[src/rtl/isqrt_seq.sv]
// rtl/isqrt_seq.sv - iterative radix-2 integer square root, one root bit per clock
// Optional round-to-nearest with saturation; result held until out_ready.
module isqrt_seq #(
  parameter int DIN_W = 32,
  parameter int ROUND = 0,
  localparam int N  = DIN_W / 2,
  localparam int CW = $clog2(N + 1)
) (
  input  logic         clk,
  input  logic         reset,
  input  logic         in_valid,
  output logic         in_ready,
  input  logic [DIN_W-1:0] din,
  output logic         out_valid,
  input  logic         out_ready,
  output logic [N-1:0] dout,
  output logic [N:0]   rem,
  output logic         busy,
  output logic [1:0]   cstate
);

  if ((DIN_W % 2) != 0 || DIN_W < 4) begin : g_bad_width
    $error("isqrt_seq: DIN_W must be even and >= 4");
  end

  typedef enum logic [1:0] {
    IDLE = 2'd0,
    CALC = 2'd1,
    FIN  = 2'd2,
    DONE = 2'd3
  } state_t;

  state_t state, state_nx;

  logic [DIN_W-1:0] rad;
  logic [N-1:0]     root;
  logic [N+1:0]     rem_p;
  logic [CW-1:0]    cnt;

  logic [N+1:0]     rem_sh;
  logic [N+1:0]     trial;
  logic             take;
  logic             round_up;
  logic [N-1:0]     root_inc;

  // Partial remainder stays below 2^N between steps, so N+2 bits hold the shifted value.
  always_comb begin
    rem_sh   = {rem_p[N-1:0], rad[DIN_W-1 -: 2]};
    trial    = {root, 2'b01};
    take     = (rem_sh >= trial);
    round_up = (ROUND != 0) && (rem_p > {2'b00, root});
    root_inc = (&root) ? root : root + N'(1);
  end

  always_comb begin
    state_nx = state;
    case (state)
      IDLE: if (in_valid)              state_nx = CALC;
      CALC: if (cnt == CW'(N - 1))     state_nx = FIN;
      FIN:                             state_nx = DONE;
      DONE: if (out_ready)             state_nx = IDLE;
      default:                         state_nx = IDLE;
    endcase
  end

  always_ff @(posedge clk or posedge reset) begin
    if (reset) begin
      state <= IDLE;
      rad   <= '0;
      root  <= '0;
      rem_p <= '0;
      cnt   <= '0;
      dout  <= '0;
      rem   <= '0;
    end else begin
      state <= state_nx;
      case (state)
        IDLE: if (in_valid) begin
          rad   <= din;
          root  <= '0;
          rem_p <= '0;
          cnt   <= '0;
        end
        CALC: begin
          rad <= {rad[DIN_W-3:0], 2'b00};
          cnt <= cnt + CW'(1);
          if (take) begin
            rem_p <= rem_sh - trial;
            root  <= {root[N-2:0], 1'b1};
          end else begin
            rem_p <= rem_sh;
            root  <= {root[N-2:0], 1'b0};
          end
        end
        FIN: begin
          rem  <= rem_p[N:0];
          dout <= round_up ? root_inc : root;
        end
        default: ;
      endcase
    end
  end

  assign in_ready  = (state == IDLE);
  assign out_valid = (state == DONE);
  assign busy      = (state == CALC) || (state == FIN);
  assign cstate    = state;

endmodule

[config.mk]
export PLATFORM = sky130hd
export DESIGN_NAME = isqrt_seq
export DESIGN_NICKNAME = d
export VERILOG_FILES = /design/src/rtl/isqrt_seq.sv
export SDC_FILE = /design/constraint.sdc
export NUM_CORES = 1
export LEC_CHECK = 0
export CAP_MARGIN = 0
export CORE_UTILIZATION = 35
export CTS_CLUSTER_SIZE = 30
export DETAILED_ROUTE_END_ITERATION = 8
export GPL_TIMING_DRIVEN = 0
export PLACE_DENSITY = 0.59
export SLEW_MARGIN = 20
export SYNTH_ARGS = -nofsm -noshare
export SYNTH_HDL_FRONTEND = slang
export SYNTH_SLANG_ARGS = --single-unit
[constraint.sdc]
create_clock -name clk -period 3.7 [get_ports clk]
set_input_delay 0.555 -clock clk [delete_from_list [all_inputs] [get_ports clk]]
set_output_delay 0.555 -clock clk [all_outputs]
set_load 0.005 [all_outputs]
==> qor.yml <==
peakVddDrop_mv: 0.336
dieArea_um2: 15700
grt_use_met2_pct: 27.1
clkSinkCount: 105
post-cts-setup-buffers: 0
utilization_pct: 44.9
slew_violations: 0
vias_per_cell: 5.04
skew_ns: 0.00748
crit_type: "flop to flop"
area_growth_pct: 24.1
rsz0062_at_grt: "no"
hp-class: "flop to flop"
grt_pass1_wl_um: 20200
ys_types: 48
period_needed_ns: 2.58
clockBufferDepth: 2
cts_root_buf: "clkbuf_16"
start_kind: "flop"
fp.coreArea_um2: 14700
fill_cells: 1433
hold_ws_ns: 0.486
ys_async_sr_fraction_pct: 100
grt_max_degree: 78
ys_seq_area_share_pct: 49.3
yosysWarnings: 0
slew_headroom_pct: 46.4
syn_nets: 572
groute.usage.overall_pct: 16.5
routabilityCongestion: 0.816
drtIter0Drc: 136
hpwl_um: 8820
postRouteWirelength_um: 12000
ctsResizeCount: 0
dr_total_vias: 3965
endpoint_kind: "flop"
critPathMaxFanout: 10
finalSetupViolCount: 0
first_pass_iters: 6
clk_latency_ns: 0.36
yosysTopAreaCellShare_pct: 49.3
grtUsageMet1_pct: 20.9
path_clk_slew_ns: 0.07
hold_viol: 0
gr-total-overflow: 0
ant_nets: 0
antenna_cells: 0
drc: 8
netlist_area_um2: 5330
synth_ff_type: "dfrtp_1"
synth_enable_flop_cells: 0
grt_antenna_before_repair: 0
p_leak_nw: 2.94
critPathArrivalTime_ns: 2.85
min_period_over_period_pct: 69.8
busiest_layer: "met2"
worst_pin_slew_ns: 0.798
rows: 44
violations: "design-rule violations"
fmax_mhz: 387
outcome: "complete, but fails checks"
synth_top_area_cell: "dfrtp_1"
die_y_um: 125
wl_per_cell_um: 15.2
cts_tree: "yes"
start_util_pct: 36.2
die_width_um: 125
syn_inst: 512
yosys-top-cells-area: "dfrtp_1 (49%), mux2i_1 (8.1%), mux2_2 (7.0%)"
cts-buffers-inserted: 9
synth_area_per_cell_um2: 10.4
cp.required_ns: 3.97
maxCapViolations: 0
io_buffers: 73
ioPinCount: 74
use_met3_pct: 4.79
htreeDepth: 3
fin_nets: 657
power_density_nw_per_um2: 877
ys_ff_latch: 105
hold_buffers: 0
total_power_mw: 5.79
drive_gt1_share_pct: 11.3
grt_pass1_vias: 3850
[worst paths after layout]
path,to,from,cells past startpoint,slack (ns)
max,root[9],cstate[0],8,1.12
min,rad[8],rad[8],2,0.49
max reg2reg,root[9],cstate[0],8,1.12
min reg2reg,rad[8],rad[8],2,0.49
max in group asynchronous,root[1],reset,3,2.51
min in group asynchronous,rad[24],reset,2,0.54
[placed cells by master (no fill, tap or decap), types with 4 or more instances in the layout]
cell / n
a21oi_1: 16
buf_1: 5
buf_2: 5
clkbuf_1: 13
clkbuf_16: 9
clkdlybuf4s50_1: 73
dfrtp_1: 105
ha_1: 24
inv_1: 26
inv_6: 4
mux2_2: 33
mux2i_1: 43
nand2_1: 87
nand2b_1: 5
nand3_1: 5
nor2_1: 8
o21ai_0: 68
o21ai_1: 9
xnor2_1: 7
xor2_1: 7
[power by group]
group	switching, mW	internal [mW]	total [mW]
registers	0.252	1.53	1.78
clock network	0.443	0.483	0.927
logic	1.67	1.41	3.08
[per-layer routing]
metal  routed length [um]  vias up  part of all wire, %
met1                 5380     1921                   45
met2                 5850       79                   49
met3                  565       11                  4.7
li1                     -     1954                    -
met5                    0        -                    0
met4                  157        0                  1.3
[cells in the mapped netlist, drive strengths merged, types with 3 or more instances]
| master | count |
|---|---|
| mux2i | 43 |
| o21ai | 79 |
| inv | 27 |
| clkbuf | 13 |
| a22o | 3 |
| ha | 24 |
| nand3 | 5 |
| o21a | 3 |
| xor2 | 7 |
| xnor2 | 7 |
| o31ai | 3 |
| nand2 | 87 |
| buf | 12 |
| a21oi | 16 |
| nand2b | 5 |
| dfrtp | 105 |
| a31oi | 3 |
| nor2 | 8 |
| mux2 | 33 |
[area by class of cell]
cell class              count  area, um^2  share of cell area [%]
clock inverters             6        48.8                   0.739
multi-input cells         355        2480                    37.6
flip-flops and latches    105        2630                    39.8
repair buffers             74         758                    11.5
inverters                  27         106                    1.61
well taps                 184         230                    3.48
clock buffers              10         239                    3.62
plain buffers              25         115                    1.74
[flip-flops by register name (all words and copies together) (netlist names)]
name and cells:
rad 32, cnt 5, cstate 2, rem 17, root 16, rem_p 17, dout 16
[worst max-delay path, cell delays in order (launching register included)]
cell	delay [ns]
dfrtp_1	0.42
inv_1	0.11
ha_1	0.31
nand2b_1	0.19
o21ai_1	0.48
clkbuf_1	0.47
buf_2	0.37
nand2_1	0.08
o21ai_0	0.07
[logic make-up after synthesis]
logic type / share of synthesized area, %
AOI/OAI and AO/OA: 14.4
muxes: 15.1
DFF: 49.3
and+or+nand+nor: 9.21
xor gates and xnor gates: 2.30
buffers and inverters: 4.06
adders and majority gates: 5.64
[through the flow]
| stage | TNS [ns] | cells | worst slack [ns] | instance area, um^2 |
|---|---|---|---|---|
| 2_1_floorplan | 0 | 512 | 0.384 | 5330 |
| 3_3_place_gp | -120.78 | 769 | -1.16 | 6290 |
| 3_5_place_dp | 0 | 770 | 0.869 | 6320 |
| 4_1_cts | 0 | 786 | 1.06 | 6610 |
| 5_1_grt | 0 | 786 | 0.789 | 6610 |
| 6_report | 0 | 786 | 1.12 | 6610 |
Note: power is estimated with default switching activity, not from simulation.
==> patch 1: new RTL, same flow settings <==
The parameter `ROUND` goes from 0 to 1.
--- a/src/rtl/isqrt_seq.sv
+++ b/src/rtl/isqrt_seq.sv
@@ -2,7 +2,7 @@
 // Optional round-to-nearest with saturation; result held until out_ready.
 module isqrt_seq #(
   parameter int DIN_W = 32,
-  parameter int ROUND = 0,
+  parameter int ROUND = 1,
   localparam int N  = DIN_W / 2,
   localparam int CW = $clog2(N + 1)
 ) (
Formal check against the unedited RTL: no difference found for any inputs over 10 cycles, from zero or initial values and one cycle with reset high; that may be too few to reach the edited logic, so the function may still have changed.
==> patch 1 against the original RTL <==
- final area is 7.7% higher
- sequential cell count is 1 higher
- wire length is 19% higher
- setup slack worse by 0.63 ns
- critical path depth is 2 higher
- total power is 11% higher
- largest power group unchanged
- clock skew is 0.0021 ns higher
- critical path type unchanged
- highest routed layer unchanged
- synthesized area is 8.4% higher
- maximum frequency is 20% lower
- count of clock-buffer cells in the layout is 2 higher
- core utilization is 0.46 points lower
==> patch 1: results (changes against the original RTL) <==
power_and_ir_drop:
  p_leak_uw: 0.00296  # was 0.00294 uW
  ir_drop_mv: 0.379  # was 0.336 mV
grt:
  gr-usage-all-layers_pct: 17.9  # was 16.5%
  grt_pass1_wl_um: 23200  # was 20200 um
  grt_max_degree: 63  # was 78
  grt_pass1_vias: 4484  # was 3850
detailed_routing:
  drt-vias-per-instance: 5.18  # was 5.04
  drt_iter0_drc: 205  # was 136
  met3_length_um: 572  # was 565 um
  wl_met1_um: 6750  # was 5380 um
  detail_route.wirelength_um: 14200  # was 12000 um
placed_design:
  place_area_um2: 6800  # was 6320 um^2
  hpwl_um: 10700  # was 8820 um
  globalplace.congestion: 0.855  # was 0.816
  dp_slack_ns: 0.499  # was 0.869 ns
setup_path:
  crit_arrival_ns: 3.43  # was 2.85 ns
  critPathSlowestCell: "dfrtp_1"  # was o21ai_1
cells_and_area:
  drive_gt1_share_pct: 7.79  # was 11.3%
  nNetsFinal: 737  # was 657
  reg_top3: "rad: 32 flops, rem_p: 18 flops, rem: 17 flops"  # was rad: 32 flops, rem: 17 flops, rem_p: 17 flops
  fill_cells: 1605  # was 1433
logic_synthesis:
  ys_top_cells_by_count: "dfrtp_1 (106), nand2_1 (58), nor2_1 (51)"  # was dfrtp_1 (105), nand2_1 (87), o21ai_0 (68)
  seq_area_frac_synth_pct: 46.0  # was 49.3%
  synth_fp_nets: 652  # was 572
  synthTopCellsByArea: "dfrtp_1 (46%), ha_1 (5.6%), mux2i_1 (5.4%)"  # was dfrtp_1 (49%), mux2i_1 (8.1%), mux2_2 (7.0%)
  synth.distinct_cells: 52  # was 48
sta:
  worst_pin_slew_ns: 0.721  # was 0.798 ns
status:
  status: "finished, final reports clean"  # was finished, violations left
patch 1: cell types whose count changed after synthesis, moves of 12 or more:
cell / before / now
mux2_2: 33 / 18
mux2i_1: 43 / 31
nand2_1: 87 / 58
o21ai_0: 68 / 47
o22ai_1: 0 / 32
nor2_1: 8 / 51
patch 1: worst max-delay path, delay by kind of cell (launching register included):
family,cells,cell delay (ns)
flops,1,0.47
fa+ha+maj,1,0.38
simple gates,2,0.55
buf+inv,2,0.46
compound gates,5,1.21
patch 1: path summary, 6_finish.rpt:
kind | start | endpoint | slack (ns)
worst max-delay path | root[0] | root[0] | 0.49
worst min-delay path | rad[11] | rad[11] | 0.48
worst max register to register | root[0] | root[0] | 0.49
worst min register to register | rad[11] | rad[11] | 0.48
max in group asynchronous | reset | rad[3] | 2.46
min in group asynchronous | reset | dout[15] | 0.58
patch 1: cells by family after synthesis:
logic type	synth area share (%)
buffers and inverters	4.16
multiplexers	8.89
AND/OR/NAND/NOR	13.0
adder cells (fa/ha/maj)	5.64
AO/OA/AOI/OAI	19.0
flip-flops	46.0
XOR/XNOR	3.34
patch 1: layout make-up:
cell class | instances | area share [%]
Tap cell | 216 | 3.80
Clock buffer | 12 | 3.60
Buffer | 29 | 1.69
Timing Repair Buffer | 74 | 10.7
Clock inverter | 4 | 0.791
Sequential cell | 106 | 37.3
Multi-Input combinational cell | 423 | 40.4
Inverter | 32 | 1.76
patch 1: per-stage QoR:
step | TNS, ns | cells | utilization, % | hold slack, ns
floorplan | 0 | 590 | - | 0.450
global placement | -132.97 | 879 | 42.3 | 0.466
detailed placement | 0 | 880 | 42.5 | 0.473
CTS | 0 | 896 | 44.5 | 0.490
global route | 0 | 896 | 44.5 | 0.504
finish | 0 | 896 | 44.5 | 0.483
patch 1: layer usage:
layer,track usage [%],vias to the layer above
met5,0,-
met4,6.83,0
met3,3.83,21
met2,29.3,98
met1,23.3,2228
li1,-,2294
patch 1: power breakdown:
group	internal (uW)	switching (uW)
logic	1540	1990
clock network	569	457
registers	1570	283
total	3680	2730
==> patch 2: new RTL, same settings <==
Made on the original files. Make the reset (`reset`) synchronous in one clocked block.
--- a/src/rtl/isqrt_seq.sv
+++ b/src/rtl/isqrt_seq.sv
@@ -63,7 +63,7 @@
     endcase
   end
 
-  always_ff @(posedge clk or posedge reset) begin
+  always_ff @(posedge clk) begin
     if (reset) begin
       state <= IDLE;
       rad   <= '0;
Function: differs if reset is asserted again (counterexample within 4 cycles, from zero or initial values and one cycle with reset high); with reset held inactive, the same outputs for 10 cycles.
==> patch 2 against the original RTL <==
- cell count rose by 4.1%
- hold slack better by 0.0016 ns
- total power rose by 22%
- wire length increased by 3.7%
- synthesized area shrank 6.5%
- combinational power is 46% higher
- maximum frequency fell by 3.0%
- setup slack worse by 0.080 ns
- sequential cell count unchanged
- first-iteration DRC count grew 66%
- via count grew 4.8%
- count of clock-buffer cells in the layout decreased by 1
- final area shrank 5.7%
- critical endpoint is now rem_p[15]
- largest power group unchanged
==> patch 2: results (changes against the original RTL) <==
cells_and_area:
  nNetsFinal: 693  # was 657
  multi_input_gates: 385  # was 355
  buffers: 105  # was 99
  buf_share_pct: 13.8  # was 13.2%
  sh_seq_area_pct: 33.7  # was 39.8%
  drive_gt1_share_pct: 3.76  # was 11.3%
  clkCellAreaFrac_pct: 4.88  # was 4.36%
logic_synthesis:
  ys_top_cells_by_count: "nor2_1 (106), dfxtp_1 (105), mux2i_1 (72)"  # was dfrtp_1 (105), nand2_1 (87), o21ai_0 (68)
  seq_area_frac_synth_pct: 42.2  # was 49.3%
  synth_cells: 550  # was 512
  synthFlopType: "dfxtp_1"  # was dfrtp_1
  synth.distinct_cells: 46  # was 48
  synth-async-reset-ratio_pct: 0  # was 100%
min_path:
  min-delay-start: "rem_p[16]"  # was rad[8]
  hold_path_end: "rem_p[16]"  # was rad[8]
sta:
  finalClockSkew_ns: 0.0110  # was 0.00748 ns
  worst_pin_slew_ns: 0.908  # was 0.798 ns
placed_design:
  io_buffers: 72  # was 73
grt:
  grt_max_degree: 19  # was 78
  grt_pass1_wl_um: 20300  # was 20200 um
detailed_routing:
  drt-vias-per-instance: 5.08  # was 5.04
  wl_per_cell_um: 15.2  # about the same
  drt_iter0_drc: 226  # was 136
power_and_ir_drop:
  p_sw_uw: 3190  # was 2370 uW
  powerSeq_uw: 1580  # was 1780 uW
setup_path:
  rrSetupSlack_ns: 1.04  # was 1.12 ns
  regToRegEndpoint: "rem_p[15]"  # was root[9]
status:
  status: "finished, final reports clean"  # was finished, violations left
-- patch 2: cell types whose count changed after synthesis, moves of 14 or more --
cell      change
mux2i_1      +29
o21ai_0      -55
a211oi_1     +33
dfxtp_1     +105
nand2_1      -65
clkbuf_1     +14
a22oi_1      +21
mux2_2       -33
nor2_1       +98
dfrtp_1     -105
-- patch 2: kinds of logic (layout without fill, tap and decap cells) --
| kind of cell | count (synthesis) | count (layout) | synth area share (%) |
|---|---|---|---|
| AO/OA/AOI/OAI | 124 | 124 | 17.7 |
| XOR/XNOR | 12 | 12 | 2.11 |
| adder cells (fa/ha/maj) | 24 | 24 | 6.03 |
| buffers and inverters | 60 | 148 | 4.82 |
| flip-flops | 105 | 105 | 42.2 |
| multiplexers | 72 | 72 | 14.5 |
| AND/OR/NAND/NOR | 153 | 153 | 12.6 |
-- patch 2: per-layer routing --
metal / wire length, um / vias up / track usage [%]
met5: 0 / - / 0
li1: - / 2109 / -
met2: 5940 / 91 / 31.4
met4: 152 / 0 / 5.32
met1: 5730 / 1942 / 21.5
met3: 579 / 12 / 4.42
-- patch 2: stage by stage --
| stage | utilization (%) | cell area (um^2) | setup slack [ns] | hold WS (ns) |
|---|---|---|---|---|
| global route | 44.9 | 6230 | 0.842 | 0.512 |
| finish | 44.9 | 6230 | 1.04 | 0.487 |
| detailed placement | 42.7 | 5930 | 0.702 | 0.462 |
| global placement | 42.7 | 5930 | 0.737 | 0.469 |
| CTS | 44.9 | 6230 | 1.04 | 0.485 |
| floorplan | - | 4980 | 1.34 | 0.436 |
-- patch 2: critical path: stages, from the launching register on --
cell and delay (ns):
dfxtp_1 0.37, inv_1 0.10, ha_1 0.26, nand2b_1 0.19, o21a_1 0.15, clkbuf_1 0.19, nor2_1 0.61, clkbuf_1 0.50
nand2_1 0.10, o211ai_1 0.11
